==> src/rtl/wb_arbiter_pkg.sv <==
// wb_arbiter_pkg: shared write-back widths and output-register state encoding
package wb_arbiter_pkg;
  localparam int DEF_DATA_W = 32;
  localparam int DEF_ADDR_W = 5;
  typedef enum logic {EMPTY = 1'b0, FULL = 1'b1} state_t;
endpackage

==> src/rtl/wb_arbiter_mux.sv <==
// mux_32Bit: 2:1 word mux, b selected when sel is high
module mux_32Bit #(
  parameter int W = 32
) (
  input  logic         sel,
  input  logic [W-1:0] a,
  input  logic [W-1:0] b,
  output logic [W-1:0] y
);
  assign y = sel ? b : a;
endmodule

==> src/rtl/wb_arbiter.sv <==
// wb_arbiter: round-robin two-requester write-back arbiter with one-entry output register
module wb_arbiter
  import wb_arbiter_pkg::*;
#(
  parameter int DATA_W  = DEF_DATA_W,
  parameter int ADDR_W  = DEF_ADDR_W,
  parameter bit DROP_R0 = 1'b1
) (
  input  logic              clk,
  input  logic              reset,
  input  logic              req0,
  input  logic [ADDR_W-1:0] addr0,
  input  logic [DATA_W-1:0] data0,
  input  logic              req1,
  input  logic [ADDR_W-1:0] addr1,
  input  logic [DATA_W-1:0] data1,
  input  logic              wr_stall,
  output logic              gnt0,
  output logic              gnt1,
  output logic              wr_en,
  output logic [ADDR_W-1:0] wr_addr,
  output logic [DATA_W-1:0] wr_data,
  output logic              busy
);
  state_t state;
  logic last;
  logic accept, win1, gnt;
  logic [ADDR_W-1:0] sel_addr;
  logic [DATA_W-1:0] sel_data;
  always_comb begin
    accept = !reset && (state == EMPTY || !wr_stall);
    win1   = req1 && (!req0 || !last);
    gnt0   = accept && req0 && !win1;
    gnt1   = accept && win1;
    gnt    = gnt0 || gnt1;
  end
  // winner choice depends on the registered last-winner pointer
  mux_32Bit #(.W(ADDR_W + DATA_W)) u_mux (
    .sel(win1),
    .a  ({addr0, data0}),
    .b  ({addr1, data1}),
    .y  ({sel_addr, sel_data})
  );
  always_ff @(posedge clk or posedge reset) begin
    if (reset) begin
      state   <= EMPTY;
      last    <= 1'b1;
      busy    <= 1'b0;
      wr_en   <= 1'b0;
      wr_addr <= '0;
      wr_data <= '0;
    end else if (gnt) begin
      state   <= FULL;
      busy    <= 1'b1;
      last    <= gnt1;
      wr_addr <= sel_addr;
      wr_data <= sel_data;
      wr_en   <= !(DROP_R0 && sel_addr == '0);
    end else if (state == FULL && !wr_stall) begin
      state <= EMPTY;
      busy  <= 1'b0;
      wr_en <= 1'b0;
    end
  end
endmodule
==> config.mk <==
export PLATFORM = sky130hd
export DESIGN_NAME = wb_arbiter
export DESIGN_NICKNAME = d
export VERILOG_FILES = /design/src/rtl/wb_arbiter_pkg.sv /design/src/rtl/wb_arbiter_mux.sv /design/src/rtl/wb_arbiter.sv
export SDC_FILE = /design/constraint.sdc
export NUM_CORES = 1
export LEC_CHECK = 0
export BUFFER_PORTS_ARGS = -buffer_cell sky130_fd_sc_hd__buf_2
export CAP_MARGIN = 5
export CORE_MARGIN = 3
export CORE_UTILIZATION = 39
export DETAILED_ROUTE_END_ITERATION = 10
export MAX_ROUTING_LAYER = met4
export PLACE_DENSITY_LB_ADDON = 0.25
export REMOVE_ABC_BUFFERS = 1
export SYNTH_ARGS = -nofsm -noshare
export SYNTH_HDL_FRONTEND = slang
export SYNTH_SLANG_ARGS = --single-unit
==> constraint.sdc <==
create_clock -name clk -period 1.4 [get_ports clk]
set_input_delay 0 -clock clk [delete_from_list [all_inputs] [get_ports clk]]
set_output_delay 0 -clock clk [all_outputs]
set_load 0.005 [all_outputs]
After elaboration in Yosys (flattened, before gate mapping)

Cells that the tools add are included.

Register bits: 40
Latch bits: 0
RAM bits: 0
Bits in read-only memories: 0
Bits of input ports: 79
Output and inout bits: 41
Logic and storage cells: 27
Memories kept: 0

Add/subtract/negate cells: 0
$mul: 0
Divide/modulo/power cells: 0
Magnitude comparators: 0
Equal/unequal tests: 0
Shift operators: 0
Mux-type cells: 4
Bitwise gates (word level): 1
Reductions and logical operators: 17

Operator list:

| operator          | number |
|---|---|
| $mux 37           | 1 |
| $logic_and 1x1->1 | 6 |
| $logic_not 1->1   | 6 |
| $logic_not 5->1   | 1 |
| $logic_or 1x1->1  | 3 |
| $mux 1            | 3 |
| $reduce_bool 2->1 | 1 |
| $not 1->1         | 1 |

Longest topological paths before layout

Depth after elaboration: 7
Mapped depth: 5

Hierarchy

A second synthesis with hierarchy kept.

Cells, all modules: 137
Area total of the unflattened synthesis: 2213.4 µm²

Modules (own cells, without submodules):

| module     | instances | cells an instance | area an instance (µm²) | seq. area each (µm²) |
|---|---|---|---|---|
| wb_arbiter | 1         | 96                | 1612.8                 | 1002.2 |
| mux_32Bit  | 1         | 41                | 600.6                  | 0.0 |

Worst setup path after synthesis

OpenSTA, ideal clock, no wires.

Path type: register to register
Start: reg last
End: reg wr_addr[4]
Setup time: 0.125 ns
Arrival: 1.386 ns
Required time: 1.275 ns
Slack: -0.111 ns
Cell stages (with the launch flop): 5
Clock period less this slack: 1.511 ns
Cell sequence: dfstp_2 a21boi_2 clkbuf_8 mux2_2 mux2_2

Word-level cells in the longest chain between the ends: 6
Elaborated cells on any way between the ends: 8
Those cells by class: mux (1); reduce/logical (7)

RTL lines:

| item                     | RTL line         | text |
|---|---|---|
| start: declaration       | wb_arbiter.sv:26 | `logic last;` |
| start signal: assignment | wb_arbiter.sv:55 | `last <= gnt1;` |
| $logic_not 1->1 *        | wb_arbiter.sv:32 | `win1 = req1 && (!req0 \|\| !last);` |
| $logic_or 1x1->1 *       | wb_arbiter.sv:32 |  |
| $logic_and 1x1->1 *      | wb_arbiter.sv:32 |  |
| $logic_not 1->1          | wb_arbiter.sv:33 | `gnt0 = accept && req0 && !win1;` |
| $logic_and 1x1->1        | wb_arbiter.sv:33 |  |
| $logic_or 1x1->1         | wb_arbiter.sv:35 | `gnt = gnt0 \|\| gnt1;` |
| end signal: assignment   | wb_arbiter.sv:56 | `wr_addr <= sel_addr;` |
| end: declaration         | wb_arbiter.sv:21 | `output logic [ADDR_W-1:0] wr_addr,` |

Mark *: on every way between the ends. The rest lies on a longest branch, timed or not.
A chain may end at the register's enable or synchronous reset.

Worst setup path in the final report

Start: reg last
End: reg wr_data[7]

Word-level cells in the longest chain between the ends: 6
Elaborated cells on any way between the ends: 8
Those cells by class: mux (1); reduce/logical (7)

RTL lines:

| item                   | RTL line         | text |
|---|---|---|
| $logic_not 1->1 *      | wb_arbiter.sv:32 |  |
| $logic_or 1x1->1 *     | wb_arbiter.sv:32 |  |
| $logic_and 1x1->1 *    | wb_arbiter.sv:32 |  |
| $logic_not 1->1        | wb_arbiter.sv:33 |  |
| $logic_and 1x1->1      | wb_arbiter.sv:33 |  |
| $logic_or 1x1->1       | wb_arbiter.sv:35 |  |
| end signal: assignment | wb_arbiter.sv:57 | `wr_data <= sel_data;` |
| end: declaration       | wb_arbiter.sv:22 | `output logic [DATA_W-1:0] wr_data,` |

Marks and branches as above.

==> summary.md <==
| Metric | Value |
|---|---|
| Status | `finished with violations` |
| Failing checks | `negative setup slack` |
| Clock Latency Late Sink | `0.28 ns` |
| Sink Count | `40` |
| Final ANT Viol Nets | `0` |
| P per Cell Area | `1160 nW/µm²` |
| Routed len/inst | `between 10 and 15 µm` |
| Clock Skews | `0.00227 ns` |
| Post-Syn Area | `about 2000 µm²` |
| Slew @ Worst Pin | `0.737 ns` |
| Detailed Routing Iterations Pass 1 | `4` |
| Num CTS Buffers | `5` |
| Starting Density | `41.7%` |
| Final setup fails | `37` |
| Critical Path Source | `last` |
| Final period utilization | `109%` |
| Worst reg2reg startpoint | `last` |
| Yosys warns | `0` |
| Synth cell types | `20` |
| DR vias | `~1.6k` |
| Slowest CP cell | `dfstp_2` |
| Total power | `about 3.4 mW` |
| Final WS setup | `-0.128 ns` |
| Synth Instances | `roughly 140` |
| Element type at the critical path end | `register` |
| Fill count | `428` |
| MaxCap Viol Count | `0` |
| Share of cells above drive strength 1 | `78.5%` |
| CP top delay family | `multiplexers` |
| Unrepaired setup endpoints after global routing | `true` |
| Setup TNS Final | `-3.70 ns` |
| Compound-gate portion of the synthesized area | `2.95%` |
| Final Max Slew Viols | `0` |
| Detail Placement HPWL | `3.62 mm` |
| Peak supply drop | `0.562 mV` |
| Crit path kind | `register to register` |
| Largest net degree at the start of global routing | `24` |
| Max Freq | `654 MHz` |
| Top-area cell type share of the netlist area | `48.0%` |
| Row count | `25` |
| Avg Vias per Cell | `4.67` |
| Slew headroom | `50.6%` |
| Total wire length | `4.72 mm` |
| Final non-filler cell area | `2960 µm²` |
| Global Route Usage Sum | `15.7%` |
| Clock buffer depth | `2` |
| Area grow syn2layout | `45.6%` |
| Die W | `slightly below 80 µm` |
| Most used cell, CP | `mux2_2` |
| Cell Area, Placed | `approximately 2800 µm²` |
| Core area | `4880 µm²` |
| Synth area leader | `dfrtp_1` |
| Mux contribution to synthesized area | `between 40% and 50%` |
| Register area share after synthesis | `49.3%` |
| Multi-input gate area | `1010 µm²` |
| First-pass GRT wire length | `7.45 mm` |
| Static leakage | `1.46 nW` |
| Die span in y | `78.2 µm` |
| Largest family of logic cells by synthesized area | `multiplexers` |
| Drt initial violations | `41` |
| Post-CTS setup buffer count | `0` |
| Vias in the first global route | `1615` |
| Reg area | `1000 µm²` |
| Crit Path Max Fanout | `11` |
| Worst reg2reg path depth | `4` |
| Die footprint | `between 6000 and 7000 µm²` |
| Critical Path RT | `between 1.5 and 2 ns` |
| IO Count | `120` |
| CP cell instances | `a21boi_4 -> buf_6 -> mux2_2 -> mux2_2` |
| Crit path DAT | `1.70 ns` |
| Tmin final | `1.53 ns` |
| Simple-gate share of the synthesized area | `2.40%` |
| DRC | `0` |
| Flop2flop setup slack | `-0.13 ns` |
| Antenna violations before repair | `0` |
| Worst Hold Launch | `data1[5]` |
| Ranking of synthesized cells by area | `dfrtp_1 48%, mux2_2 41%, buf_6 1.7%, clkbuf_8 1.4%, dfstp_2 1.3%` |
| Final #Nets | `between 300 and 400` |
| WHS Endpoint | `wr_data[5]` |
| CP peak stage delay | `0.39 ns` |
| Clk slew on worst S/H paths | `around 0.070 ns` |
| CTS Root Cell | `clkbuf_8` |
| Hold Path Depth | `3` |
| Placer Congestion | `between 0.7 and 0.8` |
| Synth Area in XOR/XNOR | `0%` |
| H-tree depth | `2` |
| Fin. Hold Viols | `0` |
| Ant. Diodes | `0` |
| Gr ovfl total | `0` |
| CP Launch Type | `register` |
| Worst path bufs/invs | `1` |
| Synth Area per Inst | `14.3 µm²` |
| Number of port buffers | `119` |
| CTS tree | `built` |
| Synth Register Bits | `40` |
| Post-Place Worst Slack | `-0.144 ns` |
| Worst min path class | `input pin to register` |
| Adder-Cell Fraction of Synth Area | `0%` |
| Reg2reg end | `wr_data[7]` |
==> synth_stat cells <==
cell / count
and2_1: 1
clkbuf_8: 2
buf_4: 2
buf_2: 1
dfrtp_1: 39
o41ai_1: 1
a21boi_2: 1
a21oi_1: 2
inv_1: 2
nand2_1: 1
nor3_1: 2
nor2_1: 4
o221ai_1: 1
dfstp_2: 1
and3_1: 1
or4_1: 1
mux2_2: 74
a31oi_1: 1
buf_6: 3
a21o_1: 2
==> worst min-delay path: stages <==
cell and delay (ns):
buf_2 0.07, mux2_2 0.12, mux2_2 0.13
==> stage by stage <==
step	hold WS [ns]	instances	util (%)
global route	0.0600	341	60.7
global placement	0.0837	329	56.6
CTS	0.0386	341	60.1
detailed placement	0.0891	329	56.6
finish	0.0641	341	60.7
floorplan	0.0629	134	-
==> registers in the layout, indices dropped and copies added (netlist names) <==
name / cells
last: 1
state: 1
wr_addr: 5
wr_data: 32
wr_en: 1
==> cell families (layout without fill, tap and decap cells) <==
family,count (synthesis),in the layout
AOI/OAI and AO/OA,8,8
DFF,40,40
buffers and inverters,10,142
and+or+nand+nor,10,10
muxes,74,74
==> routing by layer <==
layer / share of wire, % / wire length (µm) / track usage, %
met1: 38 / 1800 / 18.1
met2: 54 / 2570 / 27.2
met3: 6.6 / 312 / 4.59
met4: 0.80 / 38 / 3.67
met5: 0 / 0 / -
==> cells in the final DEF (no fill, tap or decap), types with 3 or more instances in the layout <==
cell | netlist | routed
mux2_2 | 74 | 62
buf_12 | 0 | 4
mux2_4 | 0 | 12
buf_4 | 2 | 3
dfrtp_1 | 39 | 39
nor2_1 | 4 | 3
buf_2 | 1 | 119
dlygate4sd3_1 | 0 | 4
clkbuf_8 | 2 | 6
==> cell type report <==
| type | count | area share (%) |
|---|---|---|
| Clock buffer | 6 | 2.79 |
| Tap cell | 67 | 2.83 |
| Timing Repair Buffer | 132 | 25.7 |
| Clock inverter | 2 | 0.338 |
| Multi-Input combinational cell | 92 | 34.2 |
| Sequential cell | 40 | 33.9 |
| Inverter | 2 | 0.254 |
==> timing repair <==
item	4_1_cts	5_1_grt
gates cloned	0	0
resized for setup	10	6
hold buffers	4	0
endpoints found under the setup margin	37	40
hold endpoints to repair	19	0
==> worst max path at each step <==
stage | to | slack, ns | cells after the start
2_1_floorplan | wr_addr[0] | -1.37 | 3
3_3_place_gp | wr_data[22] | -0.10 | 4
3_5_place_dp | wr_data[7] | -0.14 | 4
4_1_cts | wr_data[7] | -0.14 | 4
5_1_grt | wr_data[30] | -0.18 | 4
6_report | wr_data[7] | -0.13 | 4
==> power by group <==
part	internal [mW]	switching, mW
Sequential	1.43	0.129
Combinational	0.705	0.408
Clock	0.393	0.383
Power figures use the tool's default switching activity.
